## config.mk

```make
export PLATFORM = sky130hd
export DESIGN_NAME = fifo_rd_ctrl_v2
export DESIGN_NICKNAME = d
export VERILOG_FILES = /design/src/rtl/fifo_rd_ctrl_v2.sv
export SDC_FILE = /design/constraint.sdc
export NUM_CORES = 1
export LEC_CHECK = 0
export ABC_AREA = 1
export CORE_MARGIN = 2
export CORE_UTILIZATION = 45
export DETAILED_ROUTE_END_ITERATION = 8
export HOLD_SLACK_MARGIN = 0.06
export PLACE_DENSITY = 0.77
export SETUP_SLACK_MARGIN = 0.05
export SLEW_MARGIN = 20
export SYNTH_ARGS = -nofsm -noshare
export SYNTH_HDL_FRONTEND = slang
export SYNTH_SLANG_ARGS = --single-unit
```

## constraint.sdc

```tcl
create_clock -name rclk -period 2.9 [get_ports rclk]
set_clock_uncertainty 0.15 [all_clocks]
set_input_delay 0.58 -clock rclk [delete_from_list [all_inputs] [get_ports rclk]]
set_output_delay 0.58 -clock rclk [all_outputs]
set_load 0.1 [all_outputs]
```

## src/rtl/fifo_rd_ctrl_v2.sv

```systemverilog
// -----------------------------------------------------------------------------
// fifo_rd_ctrl_v2
// Read-side pointer and status controller for an async FIFO (rclk domain).
//
// Ports:
//   rclk           read-domain clock
//   rrst_n         synchronous active-low reset
//   rinc           read request from consumer
//   rq2_wptr       write pointer (Gray), already synchronised into rclk
//   underflow_clr  clears the sticky underflow flag
//   rd_en          RAM read strobe (rinc gated by empty), combinational
//   raddr          RAM read address (low bits of binary read pointer)
//   rptr           registered Gray read pointer, to the write-domain sync
//   rempty         registered empty flag
//   ralmost_empty  registered almost-empty flag (level <= AE_THRESH)
//   rlevel         registered fill level, 0..2**ADD_WIDTH
//   runderflow     sticky: a read was attempted while empty
// -----------------------------------------------------------------------------
module fifo_rd_ctrl_v2 #(
   parameter int ADD_WIDTH = 3,
   parameter int AE_THRESH = 1
) (
   input  logic                 rclk,
   input  logic                 rrst_n,
   input  logic                 rinc,
   input  logic [ADD_WIDTH:0]   rq2_wptr,
   input  logic                 underflow_clr,
   output logic                 rd_en,
   output logic [ADD_WIDTH-1:0] raddr,
   output logic [ADD_WIDTH:0]   rptr,
   output logic                 rempty,
   output logic                 ralmost_empty,
   output logic [ADD_WIDTH:0]   rlevel,
   output logic                 runderflow
);

   localparam logic [ADD_WIDTH:0] LP_AE = (ADD_WIDTH+1)'(AE_THRESH);

   logic [ADD_WIDTH:0] r_bin;
   logic [ADD_WIDTH:0] r_gray;
   logic               r_empty;
   logic               r_aempty;
   logic [ADD_WIDTH:0] r_level;
   logic               r_uflow;

   logic               w_rd_en;
   logic [ADD_WIDTH:0] w_bin_next;
   logic [ADD_WIDTH:0] w_gray_next;
   logic [ADD_WIDTH:0] w_wbin;
   logic [ADD_WIDTH:0] w_level_next;

   // Reads are only honoured when data is known to be present.
   assign w_rd_en     = rinc & ~r_empty;
   assign w_bin_next  = r_bin + {{ADD_WIDTH{1'b0}}, w_rd_en};
   assign w_gray_next = w_bin_next ^ (w_bin_next >> 1);

   // Gray-to-binary: each binary bit is the XOR of all Gray bits at or above it.
   for (genvar g = 0; g <= ADD_WIDTH; g++) begin : g_g2b
      assign w_wbin[g] = ^rq2_wptr[ADD_WIDTH:g];
   end

   // Modulo subtraction; the extra MSB lets a full FIFO read as 2**ADD_WIDTH.
   assign w_level_next = w_wbin - w_bin_next;

   always_ff @(posedge rclk) begin
      if (!rrst_n) begin
         r_bin    <= '0;
         r_gray   <= '0;
         r_empty  <= 1'b1;
         r_aempty <= 1'b1;
         r_level  <= '0;
         r_uflow  <= 1'b0;
      end else begin
         r_bin    <= w_bin_next;
         r_gray   <= w_gray_next;
         // Compare against the next pointer so empty asserts on the same
         // edge that consumes the last word.
         r_empty  <= (w_gray_next == rq2_wptr);
         r_aempty <= (w_level_next <= LP_AE);
         r_level  <= w_level_next;
         // Set beats clear when both happen together.
         if (rinc && r_empty)
            r_uflow <= 1'b1;
         else if (underflow_clr)
            r_uflow <= 1'b0;
      end
   end

   assign rd_en         = w_rd_en;
   assign raddr         = r_bin[ADD_WIDTH-1:0];
   assign rptr          = r_gray;
   assign rempty        = r_empty;
   assign ralmost_empty = r_aempty;
   assign rlevel        = r_level;
   assign runderflow    = r_uflow;

endmodule

```

==> run metrics <==
status=complete, no violations; Final GP Congestion=roughly 0.84; IO Count=23; hold buffers post-CTS=0; yosys warns=0; initial antenna violation count=0; Setup crit start=rinc; flops & latches, synth=14; number of global-route vias before repair=around 640; crit-path max cell delay=~480 ps; Final Cycle Share=between 90% and 100%; vias per cell=4.74; crit-path max FO=3; leakage=between 0.0005 and 0.0006 uW; fraction of synthesized area in multiplexers=0%; Post-synth ARST share=0%; Synth Area in Simple Gates=approximately 37%; clk sink count=14; R2R Setup Slk=roughly 800 ps; Residual DRC=0; post-synthesis instance area=757 um2; DRT iter0 DRCs=13; Syn Area/Cell=about 7 um2; total CTS buffers=3; first-pass detailed-route iteration total=4; FP Rows=14; core box area=roughly 1500 um2; clock-pin slew on the worst setup and hold paths=about 80 ps; total gr overflow=0; Synth Instances=between 100 and 150; Yosys top cell by area=dfxtp_1; Synthesized Nets=120; main combinational cell family by area after synthesis=simple AND/OR/NAND/NOR gates; Worst Path Class, Setup=input pin to flop; HPWL after detailed placement=1290 um; total power=between 600 and 700 uW; CP endpoint kind=flop; Util after Layout=67.8%; crit path DAT=between 2000 and 3000 ps; RSZ-0062 raised after global routing=false; DR vias=720; CP Launch Type=input pin; Post-CTS Setup Bufs=0; P per Cell Area=594 nW/um2; clk buf depth=2; top post-synthesis cells by area=dfxtp_1 37%, nand2_1 17%, inv_1 6.9%; worst r2r path cells=14; HP Start=runderflow$_SDFFE_PN0P_; Buffers on Ports=22; reg2reg end=ralmost_empty$_SDFF_PN1_; crit-path most repeated cell=inv_1; diodes inserted=0; initial core utilization=approximately half; final setup fails=0; adder-cell share of the synthesized area=around 6.6%; CP required=a little under 3000 ps; compound-cell area share of the yosys netlist=3.14%; Post-synth EDFFs=0; dpl cell area=between 1000 and 1500 um2; Final TNS setup=0 ps; crit path to=ralmost_empty$_SDFF_PN1_; clk_lat worst skew=between 200 and 300 ps; pin count of the biggest net entering global routing=10; area delta synth->final=38.0%; Max Transition Viols Final=0; register area=roughly 280 um2; die footprint=roughly 2000 um2; worst slew pin tran=262 ps; xor/xnor share of the synthesized area=8.10%; top cell type's share of synthesized area=around 37%; H-tree lvl count=1; Top FF cell, synth=dfxtp_1; Worst path slowest cell=clkdlybuf4s50_1; DRT Wirelength=about 1600 um; max_cap viols=0; Routed Antenna Nets=0; VDD IR max=roughly 420 uV; crit path cell chain=clkdlybuf4s50_1 -> inv_1 -> nor2_4 -> ha_4 -> ha_1 -> inv_1 -> nand3_2 -> nand2_1 -> inv_1 -> ha_1 -> inv_1 -> nand2_1 -> nand3_1 -> nand2_1 -> o21ai_0 -> nor2_2; layout cells sized above 1=~28%; fin area=approximately 1000 um2; synth unique cells=16; Worst slew margin=roughly 82%; reg2reg start=rempty$_SDFF_PN1_; Tightest Hold Check Type=flop to flop; Die H=45.0 um; CTS tree=yes; post-CTS sizing=0; Horiz. Die Dim=around 45 um; Fmax achieved=0.380 GHz; GRT Util Overall=~18%; Routed WL per cell=a little over 10 um; min Tclk post-route=about 2600 ps; most frequent cells after synthesis=34 x nand2_1, 14 x dfxtp_1, 14 x inv_1; Final Hold Fails=0; Fill cells=roughly 140; most numerous cell in the Yosys netlist=nand2_1; sequential cell area fraction in the yosys report=between 30% and 40%; Final nets=~150; first-pass GRT wire length=roughly 2700 um; root buffer cell=clkbuf_4; area of the multi-input gates=between 400 and 500 um2
-- cell type report --
cell class | count | area share, %
multi-input combinational | 77 | 41.4
clock buffer | 4 | 3.47
tap | 16 | 1.92
timing repair buffer | 24 | 20.1
sequential | 14 | 26.9
inverter | 17 | 6.11
-- flip-flops by register name (all words and copies together) (netlist names) --
| name | flops |
|---|---|
| r_bin | 4 |
| ralmost_empty | 1 |
| rempty | 1 |
| rlevel | 4 |
| rptr | 3 |
| runderflow | 1 |
-- power by group --
group | leakage (uW) | switching [uW] | internal [uW]
sequential | 0.000115 | 7.66 | 210
clock | 0.0000210 | 59.0 | 76.3
combinational | 0.000412 | 197 | 70.8
total | 0.000549 | 263 | 357
-- critical path, delay by kind of cell --
| family | cells | cell delay, ps |
|---|---|---|
| compound gates | 1 | 190 |
| fa+ha+maj | 3 | 600 |
| buf+inv | 5 | 750 |
| simple gates | 7 | 530 |
-- metal layers --
layer,part of all wire (%),up-vias,global-route usage [%]
met3,5.3,2,1.60
met4,1.5,0,10.6
met5,0,-,0
met2,45,16,28.6
li1,-,386,-
met1,48,316,23.5
-- per-stage QoR --
stage               instances  setup WS, ps  hold WS, ps
floorplan                 108          65.5          499
global placement          148          65.3          302
detailed placement        148         -30.6          313
CTS                       152           259          324
global route              152          74.0          362
finish                    152           270          319
-- cell usage in the layout, fill, tap and decap left out, types with 2 or more instances in the layout --
cell,synthesis,final
inv_1,14,14
nand3_1,8,8
nand3_2,2,2
clkbuf_4,0,3
buf_4,0,16
nor2_2,4,4
nand2_1,34,34
xnor2_1,2,2
xor2_1,5,5
nand2_2,5,5
dfxtp_1,14,13
nor2_1,9,8
a21oi_1,2,2
clkdlybuf4s50_1,0,7
inv_2,2,2
ha_1,4,3
-- worst min-delay path by stage --
stage | slack (ps) | depth (start not counted) | endpoint
after detailed placement | 310 | 2 | runderflow$_SDFFE_PN0P_
after floorplan | 500 | 1 | rempty$_SDFF_PN1_
after global placement | 300 | 2 | runderflow$_SDFFE_PN0P_
final | 320 | 2 | runderflow$_SDFFE_PN0P_
after CTS | 320 | 2 | runderflow$_SDFFE_PN0P_
after global routing | 360 | 2 | runderflow$_SDFFE_PN0P_
-- kinds of logic after synthesis --
family	Yosys count
xor+xnor	7
fa+ha+maj	4
buf+inv	17
flops	14
simple gates	62
compound gates	4
Note: power is estimated with default switching activity, not from simulation.
